File: src/rtl/yadan_spi_slave_pkg.sv
// yadan_spi_slave_pkg: shared state encoding and defaults for the SPI responder
package yadan_spi_slave_pkg;

    typedef enum logic {
        ST_IDLE   = 1'b0,
        ST_ACTIVE = 1'b1
    } spi_state_t;

    localparam int          DEF_DATA_WIDTH  = 8;
    localparam int          DEF_SYNC_STAGES = 2;
    localparam logic [31:0] DEF_IDLE_WORD   = 32'hFF;

endpackage

File: src/rtl/yadan_spi_slave_sync_edge.sv
// yadan_spi_slave_sync_edge: multi-flop synchronizer with rise/fall pulses on its last two flops
module yadan_spi_slave_sync_edge
    import yadan_spi_slave_pkg::*;
#(
    parameter int   STAGES    = DEF_SYNC_STAGES,
    parameter logic RESET_VAL = 1'b0
) (
    input  logic clk,
    input  logic rst,
    input  logic d,
    output logic rise,
    output logic fall
);

    logic [STAGES:0] sync;

    // shift the raw input through the synchronizer plus one edge-reference flop
    always_ff @(posedge clk) begin
        if (!rst) sync <= {(STAGES + 1){RESET_VAL}};
        else      sync <= {sync[STAGES-1:0], d};
    end

    assign rise = sync[STAGES-1] & ~sync[STAGES];
    assign fall = ~sync[STAGES-1] & sync[STAGES];

endmodule

File: src/rtl/yadan_spi_slave.sv
// yadan_spi_slave: oversampling SPI mode-0 responder with tx holding register and rx output register
module yadan_spi_slave
    import yadan_spi_slave_pkg::*;
#(
    parameter int                    DATA_WIDTH  = DEF_DATA_WIDTH,
    parameter int                    SYNC_STAGES = DEF_SYNC_STAGES,
    parameter logic [DATA_WIDTH-1:0] IDLE_WORD   = DATA_WIDTH'(DEF_IDLE_WORD)
) (
    input  logic                  clk,
    input  logic                  rst,
    input  logic                  spi_sck,
    input  logic                  spi_scs,
    input  logic                  spi_sdi,
    output logic                  spi_sdo,
    input  logic [DATA_WIDTH-1:0] tx_data,
    input  logic                  tx_valid,
    output logic                  tx_ready,
    output logic [DATA_WIDTH-1:0] rx_data,
    output logic                  rx_valid,
    input  logic                  rx_ready,
    output logic                  rx_overrun,
    output logic                  tx_underrun,
    output logic                  busy
);

    localparam int CW = (DATA_WIDTH > 1) ? $clog2(DATA_WIDTH) : 1;

    spi_state_t            state, next;
    logic                  sck_rise, sck_fall, scs_rise, scs_fall;
    logic [SYNC_STAGES-1:0] sdi_sr;
    logic                  sdi_sync;
    logic [CW-1:0]         cnt;
    logic                  last;
    logic                  load, bit_in, shift_out, abort;
    logic [DATA_WIDTH-2:0] shift_rx;
    logic [DATA_WIDTH-1:0] rx_word;
    logic [DATA_WIDTH-1:0] shifter;
    logic [DATA_WIDTH-1:0] hold;
    logic                  hold_full;
    logic                  write;

    yadan_spi_slave_sync_edge #(.STAGES(SYNC_STAGES), .RESET_VAL(1'b0)) u_sck (
        .clk  (clk),
        .rst  (rst),
        .d    (spi_sck),
        .rise (sck_rise),
        .fall (sck_fall)
    );

    yadan_spi_slave_sync_edge #(.STAGES(SYNC_STAGES), .RESET_VAL(1'b1)) u_scs (
        .clk  (clk),
        .rst  (rst),
        .d    (spi_scs),
        .rise (scs_rise),
        .fall (scs_fall)
    );

    // sdi goes through the same depth as sck so a rise pulse sees the bit the master set up
    always_ff @(posedge clk) begin
        if (!rst) sdi_sr <= '0;
        else      sdi_sr <= {sdi_sr[SYNC_STAGES-2:0], spi_sdi};
    end

    assign sdi_sync = sdi_sr[SYNC_STAGES-1];
    assign last     = cnt == CW'(DATA_WIDTH - 1);
    assign rx_word  = {shift_rx, sdi_sync};
    assign write    = tx_valid && !hold_full;
    assign tx_ready = ~hold_full;
    assign busy     = state == ST_ACTIVE;
    assign spi_sdo  = (state == ST_ACTIVE) ? shifter[DATA_WIDTH-1] : 1'b1;

    // frame state register
    always_ff @(posedge clk) begin
        if (!rst) state <= ST_IDLE;
        else      state <= next;
    end

    // next state and per-cycle datapath strobes; a chip-select release beats any sck edge
    always_comb begin
        next      = state;
        load      = 1'b0;
        bit_in    = 1'b0;
        shift_out = 1'b0;
        abort     = 1'b0;
        if (state == ST_IDLE) begin
            next = scs_fall ? ST_ACTIVE : ST_IDLE;
            load = scs_fall;
        end else if (scs_rise) begin
            next  = ST_IDLE;
            abort = 1'b1;
        end else begin
            bit_in    = sck_rise;
            load      = sck_fall && cnt == '0;
            shift_out = sck_fall && cnt != '0;
        end
    end

    // bit counter and receive shifter; a completed word moves to the output register
    always_ff @(posedge clk) begin
        if (!rst) begin
            cnt        <= '0;
            shift_rx   <= '0;
            rx_data    <= '0;
            rx_valid   <= 1'b0;
            rx_overrun <= 1'b0;
        end else begin
            rx_overrun <= 1'b0;
            if (abort) cnt <= '0;
            else if (bit_in) cnt <= last ? '0 : cnt + 1'b1;
            if (bit_in) shift_rx <= rx_word[DATA_WIDTH-2:0];
            if (bit_in && last) begin
                rx_data    <= rx_word;
                rx_valid   <= 1'b1;
                rx_overrun <= rx_valid && !rx_ready;
            end else if (rx_ready) begin
                rx_valid <= 1'b0;
            end
        end
    end

    // transmit shifter and holding register; a load sees the holding register as it was before any write
    always_ff @(posedge clk) begin
        if (!rst) begin
            shifter     <= IDLE_WORD;
            hold        <= '0;
            hold_full   <= 1'b0;
            tx_underrun <= 1'b0;
        end else begin
            tx_underrun <= 1'b0;
            if (load) begin
                shifter     <= hold_full ? hold : IDLE_WORD;
                tx_underrun <= ~hold_full;
            end else if (shift_out) begin
                shifter <= shifter << 1;
            end
            if (write) begin
                hold      <= tx_data;
                hold_full <= 1'b1;
            end else if (load) begin
                hold_full <= 1'b0;
            end
        end
    end

endmodule
File: config.mk
export PLATFORM = sky130hd
export DESIGN_NAME = yadan_spi_slave
export DESIGN_NICKNAME = d
export VERILOG_FILES = /design/src/rtl/yadan_spi_slave_pkg.sv /design/src/rtl/yadan_spi_slave_sync_edge.sv /design/src/rtl/yadan_spi_slave.sv
export SDC_FILE = /design/constraint.sdc
export NUM_CORES = 1
export LEC_CHECK = 0
export CAP_MARGIN = 20
export CORE_ASPECT_RATIO = 2
export CORE_MARGIN = 2
export CORE_UTILIZATION = 30
export DETAILED_ROUTE_END_ITERATION = 10
export GPL_ROUTABILITY_DRIVEN = 1
export HOLD_SLACK_MARGIN = 0.06
export SLEW_MARGIN = 20
export SYNTH_ARGS = -nofsm -noshare
export SYNTH_HDL_FRONTEND = slang
export SYNTH_SLANG_ARGS = --single-unit
File: constraint.sdc
create_clock -name clk -period 1.3 [get_ports clk]
set_input_delay 0.26 -clock clk [delete_from_list [all_inputs] [get_ports clk]]
set_output_delay 0.26 -clock clk [all_outputs]
set_load 0.02 [all_outputs]
==> summary.txt, run 1 <==
Routing
  – Via count: 1,719
  – Via density: approximately 4.9
  – Routed Antenna Nets: 0
  – Iter 0 DRT Violations: between 80 and 90
  – Avg WL per Cell: around 14 um
  – Drt total wl: roughly 4.9 mm
  – Router iterations before antenna repair: 5
  – Drc violations: 0

STA
  – Hold Vio Cnt, Final: 0
  – Worst-Margin Slew: ~350 ps
  – Count of final setup violators: 11
  – Setup ws final: -86.5 ps
  – Max transition margin: 0.762
  – RSZ-0062 raised after global routing: yes
  – Final worst-path cycle share: 1.07
  – Minimum clock period: between 1000 and 1500 ps
  – Fin. max-slew vios: 0
  – Max Clk Rate: about 700 MHz
  – Worst Skew: around 4.4 ps

Final layout
  – Most common cell after layout, fill and taps aside: dfxtp_1
  – Layout cells sized above 1: 0.235
  – Antenna Cells: 0
  – Layout Cell Area excl Fill: roughly 2800 sq um
  – Most frequent cells in the layout: dfxtp_1, nand2_1, buf_4
  – Nets@finish: about 280
  – Area Overhead vs Synth: 41.3%

Clock network
  – Root cell of the clock tree: clkbuf_16
  – CTS sink cnt: 47
  – Clock latency on the worst-skew pair: just under 300 ps
  – H-tree levels: 2
  – CTS Buffer Depth: 2
  – Clock transition at the registers of the reported paths: 60 ps
  – CTS tree: yes
  – Cts bufs inserted: 5

Critical path
  – Worst Path Max Fanout: 8
  – Worst reg-to-reg setup slack: -90 ps
  – RR Endpoint: shifter[2]
  – Critical R2R Launch: busy
  – Crit path max-delay family: compound AO/OA/AOI/OAI gates
  – Critical Path Start Type: flop
  – Critical path buffer and inverter count: 0
  – Origin of the worst setup path: busy
  – Setup crit end: shifter[2]
  – Worst EP required: ~1500 ps
  – Critical path class: flop to flop
  – Crit end category: flop
  – CP cell instances: or3b_4, o31a_4, a221o_1
  – Worst R2R Path Depth: 3
  – Crit path DAT: 1560 ps
  – CP max-delay cell: or3b_4
  – WP depth: 3
  – Slowest stage delay, CP: roughly 410 ps

Placed design
  – Post-DP HPWL: 3.49 mm
  – Cell Area, Placed: roughly 2500 sq um
  – Setup slack at placement: -125 ps
  – GPL Wtd Cong: 0.809
  – IO Port Bufs: 28

Pwr
  – Switching power: approximately 720 uW
  – PD cells: around 1100 nW/um^2
  – Combinational share of power: 0.112
  – Leak: 1.06 nW
  – Clock share of power: 0.398
  – Internal power: about 2.4 mW
  – Sw Ratio: 0.234
  – Part of the power in registers: 0.490
  – Peak supply drop: 0.000911 V

Status
  – Status: complete, but fails checks
  – Failing checks: negative setup slack

Synthesis
  – Synth Instances: ~220
  – Post-Syn Area: between 1500 and 2000 sq um
  – Synth area leader: dfxtp_1
  – Distinct cells, synth: 32
  – Synth top area share: 0.476
  – Synthesized Nets: 237
  – Part of the Yosys area used for sequential elements: 0.476
  – Leading post-synthesis cells by cell area: dfxtp_1, nand2_1, nand2b_1, a21oi_1, mux2i_1
  – Synth warn: 0
  – Avg Cell Area, Syn: roughly 9 sq um
  – #FFs+latches synth: between 40 and 50

Global routing
  – Overall fraction of global-route tracks in use: 0.147
  – Vias in the first global route: between 1,500 and 2,000
  – Largest net degree at the start of global routing: 21
  – Grt total ovfl: 0
  – Initial antenna violation count: 0
  – First-pass GRT wire length: 7.91 mm

Floorplan
  – I/O pin count: 29
  – Initial core utilization: 0.311
  – Die ar.: around 7300 sq um
  – Core ar.: about 6400 sq um
  – Die span in x: a little over 60 um
  – Die Height: between 100 and 150 um
  – Rows: between 40 and 50

Job
  – Max-cap violation count: 0

Worst hold path
  – Worst hold path class: flop to flop
## registers in the layout, summed over array words and instances (netlist names)
register / flops
busy: 1
cnt: 3
hold: 8
hold_full: 1
rx_data: 8
rx_overrun: 1
rx_valid: 1
sdi_sr: 2
shift_rx: 7
shifter: 8
tx_underrun: 1
u_sck.sync: 3
u_scs.sync: 3
## worst register-to-register path: cells and delay by family, from the launching register on
| family | cells | cell delay [ps] |
|---|---|---|
| compound gates | 2 | 480 |
| simple gates | 1 | 410 |
| flops | 1 | 370 |
## power by group through the flow
| stage | Combinational (mW) | Clock [mW] | Sequential (mW) |
|---|---|---|---|
| 6_report | 0.345 | 1.23 | 1.52 |
| 5_1_grt | 0.379 | 1.34 | 1.52 |
| 4_1_cts | 0.330 | 1.27 | 1.51 |
| 3_5_place_dp | 0.330 | 0 | 1.55 |
| 3_3_place_gp | 0.329 | 0 | 1.55 |
| 2_1_floorplan | 0.178 | 0 | 1.54 |
## layout make-up
type | instances | area, sq um
clock buffers | 7 | 133
repair buffers | 57 | 529
fillers | 666 | 3570
multi-input cells | 147 | 1050
inverters | 5 | 18.8
clock inverters | 1 | 5.00
well taps | 86 | 108
flip-flops and latches | 47 | 950
## cell usage after synthesis
library cell   n
nand4_1       11
a21oi_1       20
nor2_1         2
nand2_1       40
o41ai_1        7
and2b_1        1
and2_1         5
inv_1          4
buf_1          5
o31ai_1       10
or3b_4         1
o21ai_0        1
clkbuf_1       9
dfxtp_1       47
nor2b_1        4
o311a_1        1
nand2b_1      17
o22ai_1        1
inv_2          1
nand4bb_1      1
o31a_4         1
o32a_1         1
nor3_1         1
o311ai_1       1
ha_1           3
clkbuf_2       1
mux2i_1        8
a2111oi_0      1
a221o_1        7
and4_1         1
o31ai_2        1
buf_2          5
## layer usage
| layer | track usage | wire length [um] |
|---|---|---|
| met5 | 0 | 0 |
| met4 | 0.0851 | 204 |
| met3 | 0.0358 | 104 |
| met2 | 0.259 | 2700 |
| met1 | 0.145 | 1870 |
## per-stage QoR
stage	power, mW	TNS, ps	std cells	utilization	hold slack, ps
after CTS	3.12	-607	350	0.427	413
after floorplan	1.72	-224	219	-	361
after global placement	1.87	-1820	339	0.396	397
final	3.09	-645	350	0.439	408
after global routing	3.24	-1300	350	0.439	425
after detailed placement	1.88	-2080	339	0.396	400
## worst min path at each step
stage | startpoint | end | slack [ps] | cells past startpoint
2_1_floorplan | spi_scs | u_scs.sync[0] | 360 | 1
3_3_place_gp | u_scs.sync[0] | u_scs.sync[1] | 400 | 1
3_5_place_dp | u_scs.sync[0] | u_scs.sync[1] | 400 | 1
4_1_cts | u_scs.sync[0] | u_scs.sync[1] | 410 | 1
5_1_grt | u_scs.sync[0] | u_scs.sync[1] | 420 | 1
6_report | u_scs.sync[0] | u_scs.sync[1] | 410 | 1
## what timing repair did
item                       in CTS  in global routing
hold buffers                    0                  0
buffers inserted                3                  1
resized for setup              31                 16
pin swaps                       1                  4
setup endpoints to repair      32                 23
## cell families (layout without fill, tap and decap cells)
logic type / count (synthesis) / after routing / synth area share
compound gates: 52 / 52 / 0.195
buf+inv: 25 / 70 / 0.0512
mux: 8 / 8 / 0.0405
flops: 47 / 47 / 0.476
fa+ha+maj: 3 / 3 / 0.0190
simple gates: 84 / 84 / 0.219
Note: power is estimated with default switching activity, not from simulation.
==> run 2, diff against run 1 <==
- CTS_CLUSTER_SIZE: default -> 30
- SLEW_MARGIN: 20 -> 25
- clock period: 1.3 -> 1.8 ns (I/O delays scaled with it)
==> run 2 against run 1 <==
Net effect: the flow now finishes without violations; core utilization shrank 3.9 points; first-iteration DRC count up 7.4%; global-route usage down 0.77 points; die area unchanged; sequential share of layout area rose by 3.0 points; critical path depth fell by 1; final area decreased by 8.9%; sequential cell count stayed put; via count is 5.4% lower; critical path type is now flop to output port; largest cell class is now registers.
==> summary.txt, run 2 (same netlist as run 1, synthesis figures left out) <==
Final layout
  – Layout cells sized above 1: 0.101 (was 0.235)
  – Top Registers: hold x8, rx_data x8, shifter x8 (unchanged)
  – Layout fillers: 682 (was 666)
  – Antenna Cells: 0 (unchanged)
  – Nets@finish: 264 (was 281)
  – Most common cell after layout, fill and taps aside: dfxtp_1 (unchanged)
  – Layout Cell Area excl Fill: 2550 sq um (was 2800 sq um)
  – Finished Layout Cells: 333 (was 350)
  – Area Overhead vs Synth: 28.7% (was 41.3%)
  – Most frequent cells in the layout: dfxtp_1, nand2_1, clkdlybuf4s50_1 (was dfxtp_1, nand2_1, buf_4)

Floorplan
  – Die Height: 119 um (unchanged)
  – I/O pin count: 29 (unchanged)
  – Initial core utilization: 0.311 (unchanged)
  – Die ar.: 7300 sq um (unchanged)
  – Core ar.: 6360 sq um (unchanged)
  – Die span in x: 61.4 um (unchanged)
  – Rows: 41 (unchanged)

Worst hold path
  – Worst hold path class: flop to flop (unchanged)

Routing
  – Routed Antenna Nets: 0 (unchanged)
  – Via density: 4.88 (was 4.91)
  – Drc violations: 0 (unchanged)
  – Via count: 1,626 (was 1,719)
  – Drt total wl: 4.59 mm (was 4.88 mm)
  – Avg WL per Cell: 13.8 um (was 13.9 um)
  – Router iterations before antenna repair: 4 (was 5)
  – Iter 0 DRT Violations: 87 (was 81)

Clock network
  – Hold buffer count at cts: 0 (unchanged)
  – Cts bufs inserted: 5 (unchanged)
  – CTS sink cnt: 47 (unchanged)
  – H-tree levels: 2 (unchanged)
  – Post-CTS Setup Inserts: 0 (was 3)
  – CTS Buffer Depth: 2 (unchanged)
  – Root cell of the clock tree: clkbuf_16 (unchanged)
  – Clock transition at the registers of the reported paths: 60 ps (about the same)
  – Clock latency on the worst-skew pair: 290 ps (about the same)
  – CTS tree: yes (unchanged)

Placed design
  – IO Port Bufs: 28 (unchanged)
  – Post-DP HPWL: 3.18 mm (was 3.49 mm)
  – Placed Cells: 325 (was 339)
  – Cell Area, Placed: 2390 sq um (was 2520 sq um)
  – GPL Wtd Cong: 0.738 (was 0.809)

STA
  – Max transition margin: 0.582 (was 0.762)
  – Minimum clock period: between 1500 and 2000 ps
  – Worst Skew: 5.16 ps (was 4.44 ps)
  – Max Clk Rate: around 590 MHz
  – RSZ-0062 raised after global routing: no (was yes)
  – Count of final setup violators: 0 (was 11)
  – Fin. max-slew vios: 0 (unchanged)
  – Hold Vio Cnt, Final: 0 (unchanged)
  – Total negative setup slack: 0 ps (was -645 ps)
  – Worst-Margin Slew: 623 ps (was 353 ps)
  – Hold Slack: 418 ps (was 408 ps)
  – Final worst-path cycle share: 0.937

Critical path
  – Crit path DAT: 1330 ps (was 1560 ps)
  – CP max-delay cell: clkdlybuf4s50_1 (was or3b_4)
  – Worst Path Max Fanout: 7 (was 8)
  – Critical path class: flop to output port (was flop to flop)
  – Worst EP required: 1440 ps (was 1480 ps)
  – Slowest stage delay, CP: 600 ps (was 410 ps)
  – CP cell instances: nand2b_1, clkdlybuf4s50_1 (was or3b_4, o31a_4, a221o_1)
  – Crit end category: output port (was flop)
  – Critical Path Start Type: flop (unchanged)

Pwr
  – Sw Ratio: 0.229 (was 0.234)
  – Part of the power in registers: 0.478 (was 0.490)
  – Leak: 0.869 nW (was 1.06 nW)
  – Internal power: 1.77 mW (was 2.37 mW)
  – Peak supply drop: 0.000400 V (was 0.000911 V)
  – Power Total: 2.29 mW (was 3.09 mW)
  – Clock share of power: 0.428 (was 0.398)
  – Combinational share of power: 0.095 (was 0.112)
  – Switching power: 524 uW (was 724 uW)
  – PD cells: 900 nW/um^2 (was 1110 nW/um^2)

Global routing
  – Vias in the first global route: 1,579 (was 1,744)
  – Largest net degree at the start of global routing: 35 (was 21)
  – First-pass GRT wire length: 7.74 mm (was 7.91 mm)
  – Initial antenna violation count: 0 (unchanged)
  – Overall fraction of global-route tracks in use: 0.139 (was 0.147)
  – Grt total ovfl: 0 (unchanged)

Job
  – Max-cap violation count: 0 (unchanged)

Status
  – Status: finished, final reports clean (was complete, but fails checks)
## run 2: final timing paths
| check | from | endpoint | slack [ps] | cells past startpoint |
|---|---|---|---|---|
| setup / recovery | busy | spi_sdo | 110 | 2 |
| hold / removal | u_scs.sync[0] | u_scs.sync[1] | 420 | 1 |
| setup reg to reg | cnt[0] | shifter[7] | 150 | 5 |
| hold reg to reg | u_scs.sync[0] | u_scs.sync[1] | 420 | 1 |
## run 2: area by class of cell
cell class / instances / area, sq um / share of cell area
clock buffers: 7 / 153 / 0.0600
clock inverters: 1 / 7.51 / 0.00295
inverters: 5 / 18.8 / 0.00737
multi-input cells: 147 / 936 / 0.368
flip-flops and latches: 47 / 942 / 0.370
well taps: 86 / 108 / 0.0423
repair buffers: 40 / 382 / 0.150
## run 2: power groups by stage
stage,Combinational [mW],Sequential [mW],Clock (mW)
final,0.217,1.09,0.979
after global routing,0.238,1.10,1.04
after CTS,0.219,1.09,1.00
after detailed placement,0.219,1.12,0
after global placement,0.218,1.12,0
after floorplan,0.129,1.12,0
## run 2: worst max-delay path, delay by kind of cell, from the launching register on
family	cells	cell delay, ps
buffers and inverters	1	600
AND/OR/NAND/NOR	1	80
flip-flops	1	370
## run 2: what timing repair did
action                     4_1_cts  5_1_grt
setup endpoints to repair        1        1
gates cloned                     0        0
pin swaps                        0        0
resized for setup                1        1
## run 2: metrics by stage
| stage | utilization | setup WS [ps] |
|---|---|---|
| after floorplan | - | 344 |
| after global placement | 0.375 | 142 |
| after detailed placement | 0.375 | 125 |
| after CTS | 0.400 | 9.47 |
| after global routing | 0.400 | 23.1 |
| final | 0.400 | 113 |
## run 2: routing by layer
metal  part of all wire  routed length, um  track usage  vias up
met2               0.56               2560        0.241       31
met3              0.024                111       0.0228        6
li1                   -                  -            -      833
met4              0.016                 75       0.0519        0
met5                  0                  0            0        -
met1               0.40               1840        0.164      756
